==> src/rtl/if_stage.sv <==
// Instruction-fetch stage: owns the PC, addresses instruction memory and
// fills the IF/ID pipeline register, honouring redirect > flush > stall.
module if_stage #(
    parameter logic [31:0] RESET_PC  = 32'h0000_0000,
    parameter int          MEM_DEPTH = 256,
    parameter logic [31:0] NOP_INSTR = 32'h0000_0013
) (
    input  logic        clk,
    input  logic        rst_n,
    input  logic        stall,
    input  logic        flush,
    input  logic        redirect_valid,
    input  logic [31:0] redirect_target,
    output logic [31:0] imem_addr,
    input  logic [31:0] imem_instr,
    output logic        if_id_valid,
    output logic [31:0] if_id_pc,
    output logic [31:0] if_id_pc_plus4,
    output logic [31:0] if_id_instr,
    output logic        if_id_fault,
    output logic [31:0] fetch_count
);

    localparam logic [31:0] MEM_BYTES = 32'(MEM_DEPTH * 4);

    function automatic logic in_range(input logic [31:0] addr);
        return addr < MEM_BYTES;
    endfunction

    logic [31:0] pc_r;
    logic        valid_r;
    logic [31:0] id_pc_r;
    logic [31:0] id_pc_plus4_r;
    logic [31:0] instr_r;
    logic        fault_r;
    logic [31:0] count_r;

    logic [31:0] pc_plus4_s;
    logic [31:0] pc_next_s;
    logic        valid_next_s;
    logic [31:0] id_pc_next_s;
    logic [31:0] id_pc_plus4_next_s;
    logic [31:0] instr_next_s;
    logic        fault_next_s;
    logic [31:0] count_next_s;

    // Target bits [1:0] are dropped: redirects are forced to word alignment.
    logic unused_target_bits_s;
    assign unused_target_bits_s = &{1'b0, redirect_target[1:0]};

    assign pc_plus4_s = pc_r + 32'd4;

    // Next-state selection with redirect over flush over stall over normal fetch.
    always_comb begin
        pc_next_s          = pc_r;
        valid_next_s       = valid_r;
        id_pc_next_s       = id_pc_r;
        id_pc_plus4_next_s = id_pc_plus4_r;
        instr_next_s       = instr_r;
        fault_next_s       = fault_r;
        count_next_s       = count_r;
        if (redirect_valid) begin
            pc_next_s    = {redirect_target[31:2], 2'b00};
            valid_next_s = 1'b0;
            instr_next_s = NOP_INSTR;
            fault_next_s = 1'b0;
        end else if (flush) begin
            pc_next_s    = pc_plus4_s;
            valid_next_s = 1'b0;
            instr_next_s = NOP_INSTR;
            fault_next_s = 1'b0;
        end else if (stall) begin
            pc_next_s = pc_r;
        end else begin
            pc_next_s          = pc_plus4_s;
            valid_next_s       = 1'b1;
            id_pc_next_s       = pc_r;
            id_pc_plus4_next_s = pc_plus4_s;
            count_next_s       = count_r + 32'd1;
            if (in_range(pc_r)) begin
                instr_next_s = imem_instr;
                fault_next_s = 1'b0;
            end else begin
                instr_next_s = NOP_INSTR;
                fault_next_s = 1'b1;
            end
        end
    end

    // PC, IF/ID register and fetch counter.
    always_ff @(posedge clk or negedge rst_n) begin
        if (!rst_n) begin
            pc_r          <= RESET_PC;
            valid_r       <= 1'b0;
            id_pc_r       <= 32'h0000_0000;
            id_pc_plus4_r <= 32'h0000_0000;
            instr_r       <= NOP_INSTR;
            fault_r       <= 1'b0;
            count_r       <= 32'h0000_0000;
        end else begin
            pc_r          <= pc_next_s;
            valid_r       <= valid_next_s;
            id_pc_r       <= id_pc_next_s;
            id_pc_plus4_r <= id_pc_plus4_next_s;
            instr_r       <= instr_next_s;
            fault_r       <= fault_next_s;
            count_r       <= count_next_s;
        end
    end

    assign imem_addr      = pc_r;
    assign if_id_valid    = valid_r;
    assign if_id_pc       = id_pc_r;
    assign if_id_pc_plus4 = id_pc_plus4_r;
    assign if_id_instr    = instr_r;
    assign if_id_fault    = fault_r;
    assign fetch_count    = count_r;

endmodule

==> config.mk <==
export PLATFORM = sky130hd
export DESIGN_NAME = if_stage
export DESIGN_NICKNAME = d
export VERILOG_FILES = /design/src/rtl/if_stage.sv
export SDC_FILE = /design/constraint.sdc
export NUM_CORES = 1
export LEC_CHECK = 0
export CAP_MARGIN = 20
export CORE_UTILIZATION = 41
export CTS_CLUSTER_SIZE = 40
export DETAILED_ROUTE_END_ITERATION = 16
export PLACE_DENSITY = 0.72
export SETUP_SLACK_MARGIN = 0.4
export SLEW_MARGIN = 10
export SYNTH_ARGS = -nofsm -noshare
export SYNTH_HDL_FRONTEND = slang
export SYNTH_SLANG_ARGS = --single-unit
export TNS_END_PERCENT = 10
==> constraint.sdc <==
create_clock -name clk -period 2.3 [get_ports clk]
set_input_delay 0.46 -clock clk [delete_from_list [all_inputs] [get_ports clk]]
set_output_delay 0.46 -clock clk [all_outputs]
set_load 0.03 [all_outputs]
# [Yosys cells after proc, flatten, opt, wreduce, memory -nomap -nowiden]
# Index checks and enable logic that the tools add are counted.
[totals] ff_bits=162 inputBits=69 out_inout_bits=162
[classes] addsub=2 n_lt_le_gt_ge=1 n_eq_ne=1 mux=14 n_bitwise=3 reduce_logical=1
[ops] cell="two-way mux 32 bit" n=7
[ops] cell="adder 32 x 1 -> 32 bit (second input constant)" n=1
[ops] cell="adder 32 x 3 -> 32 bit (second input constant)" n=1
[ops] cell="< comparator 32 x 11 -> 1 bit (second input constant)" n=1
[ops] cell="two-way mux 1 bit" n=7
[ops] cell="inequality test 3 x 1 -> 1 bit (second input constant)" n=1
[ops] cell="inverter 1 bit" n=3
[ops] cell="AND reduction 3 bit" n=1

# [Logic depth before layout (Yosys ltp)]
[logic_depth] word_depth=5 ltp_mapped=8

# [Least setup slack after synthesis]
# OpenSTA, ideal clock, no wires.
[synth_path] kind="register to register" from="register pc_r[2] (netlist: imem_addr[2])" to="register id_pc_plus4_r[30] (netlist: if_id_pc_plus4[30])" arrival_time_ns=2.253 slack_ns=-0.035 stages_incl_launch_ff=8 path_cell_list="dfrtp_1 ha_1 nand3_1 clkbuf_1 or3_1 clkbuf_1 or4_1 a31oi_1"
[synth_between] elab_chain_len=1
[synth_rtl] element="start: declaration" line="30" rtl="logic [31:0] pc_r;"
[synth_rtl] element="start signal: assignment" line="101" rtl="pc_r <= pc_next_s;"
[synth_rtl] element="adder 32 x 3 -> 32 bit" line="51" rtl="assign pc_plus4_s = pc_r + 32'd4;"
[synth_rtl] element="end signal: assignment" line="104" rtl="id_pc_plus4_r <= id_pc_plus4_next_s;"
[synth_rtl] element="end: declaration" line="33" rtl="logic [31:0] id_pc_plus4_r;"
# No other way between the ends.
# A chain may end at the register's enable or synchronous reset.

# [Final worst setup path]
[layout_path] from="register pc_r[2] (netlist: imem_addr[2])" to="output port imem_addr[2]"
[layout_rtl] element="end: declaration" line="14" rtl="output logic [31:0] imem_addr,"
# No word-level cell between the ends.

==> qor.yml <==
status:
  status: "completed"
critical_path:
  criticalPathCategory: "reg2out"
  crit_start: "imem_addr[2]"
  endpoint_kind: "primary output"
  cpPeakStageDelay_ns: 0.71
  crit_family: "buffers and inverters"
  cp_data_required_time_ns: 1.84
  worstPathArrival_ns: 1.59
  cp-start-kind: "flip-flop"
  worstPathCellList: "clkdlybuf4s50_1"
  crit_fanout: 6
  r2r_start: "imem_addr[26]"
  crit_slowest_cell: "clkdlybuf4s50_1"
  cp_num_buf_inv: 1
timing:
  finalSetupTns_ns: 0
  whs_ns: 0.3746
  worst_slack_ns: 0.2463
  hold_viol: 0
  fin_crit_sh_pct: 89.29
  min_period_ns: 2.054
  finalMaxSlewViolations: 0
  finalClockSkew_ns: 0.009834
  worstMarginPinSlew_ns: 0.5667
  fmax_mhz: 486.9
  maxSlewHeadroom_pct: 61.93
  finalSetupViolCount: 0
  rsz0062_at_grt: "true"
floorplan:
  start_util_pct: 42.12
  ios: 231
  die-area_um2: 18300
  die_w_um: 135.3
  rows: 48
  coreArea_um2: 17300
  die_h_um: 135.3
grt:
  first_global_vias: 6458
  globalRouteMet1Util_pct: 32.50
  grt_util_all_layers_pct: 24.14
  busiest_layer: "met2"
  use_met2_pct: 38.69
  grt_overflow: 0
  grt_pass1_wl_um: 34380
  grtUsageMet3_pct: 5.275
  grt_max_degree: 50
  antenna_found_initial: 0
route:
  firstDrtPassIters: 5
  drcViolationCount: 0
  vias: 6851
  wl_um: 22360
  drtIter0Drc: 385
  wl_per_cell_um: 17.68
  ant_nets: 0
  post_drt_via_cell_ratio: 5.416
cells_and_area:
  final_cells: 1265
  regArea_um2: 3936
  drive_above_1_share_pct: 16.83
  synthToLayoutAreaGrowth_pct: 51.03
  nets: 1099
  multiInputGateArea_um2: 3186
  n_antenna_cell: 0
  num-fill-cells: 1470
logic_synthesis:
  synth.avg_cell_area_um2: 9.623
  ys_warn_count: 0
  async_reset_ff_share_pct: 100.0
  synthTopCellsByArea: "dfrtp_1 (53%), nand2_1 (7.9%), xnor2_1 (5.8%), a22o_1 (3.5%), nand4_1 (2.7%)"
  synth_edf_count: 0
  synth_cell_types: 48
  yosysSeqAreaShare_pct: 53.64
  synthTopCellsByCount: "nand2_1 (154), dfrtp_1 (153), xnor2_1 (48), clkbuf_1 (40), o21ai_0 (36)"
  yosysMostFrequentCell: "nand2_1"
  synth_ff_type: "dfrtp_1"
  yosys.area.top_type: "dfrtp_1"
  synth_top_area_share_pct: 52.56
  synth_cells: 757
  netlist_area_um2: 7284
  ys_ff_latch: 156
place:
  place_ws_ns: -0.1880
  portBuffers: 222
  gp_congestion: 0.8337
  dp_cells: 1191
  dp_hpwl_um: 15030
clock_tree:
  clk_pin_slew_worst_paths_ns: 0.06
  cts_root_buf: "clkbuf_16"
  clock-sinks: 156
  cts_made_buffers: 17
  clk_latency_ns: 0.42
  h-tree-depth: 4
  cts_tree: "yes"
  clk_path_buf_depth: 2
power_and_ir_drop:
  p_sw_mw: 2.663
  p_seq_share_pct: 40.5
  p_leak_nw: 4.755
  pwr-share-comb_pct: 25.6
  power_density_nw_per_um2: 743.2
  p_clk_share_pct: 33.9
  ir_drop_mv: 0.5880
  p_sw_share_pct: 32.57
  intPower_mw: 5.513
  power.total_mw: 8.177
worst_hold_path:
  min_from: "redirect_valid"
  hp-class: "in2reg"
flow_run:
  drv_cap: 0
-- layer usage --
layer	up-vias	wire, um
li1	3201	-
met1	3388	9694
met2	235	10760
met3	27	1529
met4	0	377
met5	-	0
-- registers in the layout, indices dropped and copies added, names as in the netlist --
signal	count
fetch_count	32
if_id_valid	1
if_id_pc_plus4	30
imem_addr	30
if_id_instr	32
if_id_fault	1
if_id_pc	30
-- path summary, 6_finish.rpt --
| kind | end | slack (ns) | depth (start not counted) |
|---|---|---|---|
| setup / recovery | imem_addr[2] | 0.25 | 1 |
| hold / removal | if_id_valid | 0.37 | 3 |
| setup reg to reg | imem_addr[31] | 0.32 | 4 |
| hold reg to reg | if_id_pc[30] | 0.48 | 2 |
| max in group asynchronous | if_id_instr[0] | 0.98 | 3 |
| min in group asynchronous | imem_addr[21] | 0.54 | 2 |
-- through the flow --
stage	cell area (um^2)	utilization (%)
after floorplan	7435	-
after global placement	10040	58.06
after detailed placement	10040	58.06
after CTS	10600	61.28
after global routing	11000	63.61
final	11000	63.61
-- final cells by class --
type                       count  area share, %
sequential                   156          35.78
multi-input combinational    525          28.95
timing repair buffer         314          27.01
clock buffer                  20          4.242
tap                          225          2.559
clock inverter                11         0.9780
inverter                      14         0.4777
-- layout by cell type (no fill, tap or decap), types with 7 or more instances in the layout --
cell	netlist	routed
xnor2_1	48	48
nand2_1	154	154
dlymetal6s2s_1	0	7
a22o_1	29	29
buf_4	6	83
o31ai_1	8	8
or4_1	16	11
nor4_1	19	16
clkdlybuf4s50_1	0	190
dlygate4sd2_1	0	22
inv_1	14	14
a21oi_1	7	7
nor2_1	34	34
clkbuf_16	0	17
nand3_1	35	33
nand4_1	31	31
dfrtp_1	153	130
dfrtp_2	0	23
o21ai_0	36	36
xor2_1	9	9
a31oi_1	12	12
nor3_1	18	16
-- power groups by stage --
stage | Clock, mW | Combinational [mW] | Sequential [mW]
4_1_cts | 2.81 | 1.99 | 3.33
5_1_grt | 2.93 | 2.24 | 3.35
2_1_floorplan | 0 | 0.534 | 3.87
6_report | 2.77 | 2.10 | 3.31
3_3_place_gp | 0 | 1.99 | 3.36
3_5_place_dp | 0 | 2.01 | 3.37
-- timing repair --
| action | CTS | global route |
|---|---|---|
| setup endpoints to repair | 231 | 237 |
| pin swaps | 0 | 15 |
| hold buffers | 1 | 0 |
| endpoints found under the hold margin | 40 | 0 |
| cloned | 0 | 3 |
| resized for setup | 24 | 22 |
| setup buffers | 0 | 39 |
-- kinds of logic after synthesis --
| family | Yosys count | share of synthesized area (%) |
|---|---|---|
| compound gates | 116 | 11.06 |
| xor+xnor | 57 | 6.853 |
| fa+ha+maj | 2 | 0.3435 |
| buf+inv | 83 | 5.084 |
| flops | 156 | 53.64 |
| mux | 1 | 0.1374 |
| other cells | 1 | 0.05148 |
| simple gates | 341 | 22.83 |
No activity file was read; power rests on OpenSTA's default activity.
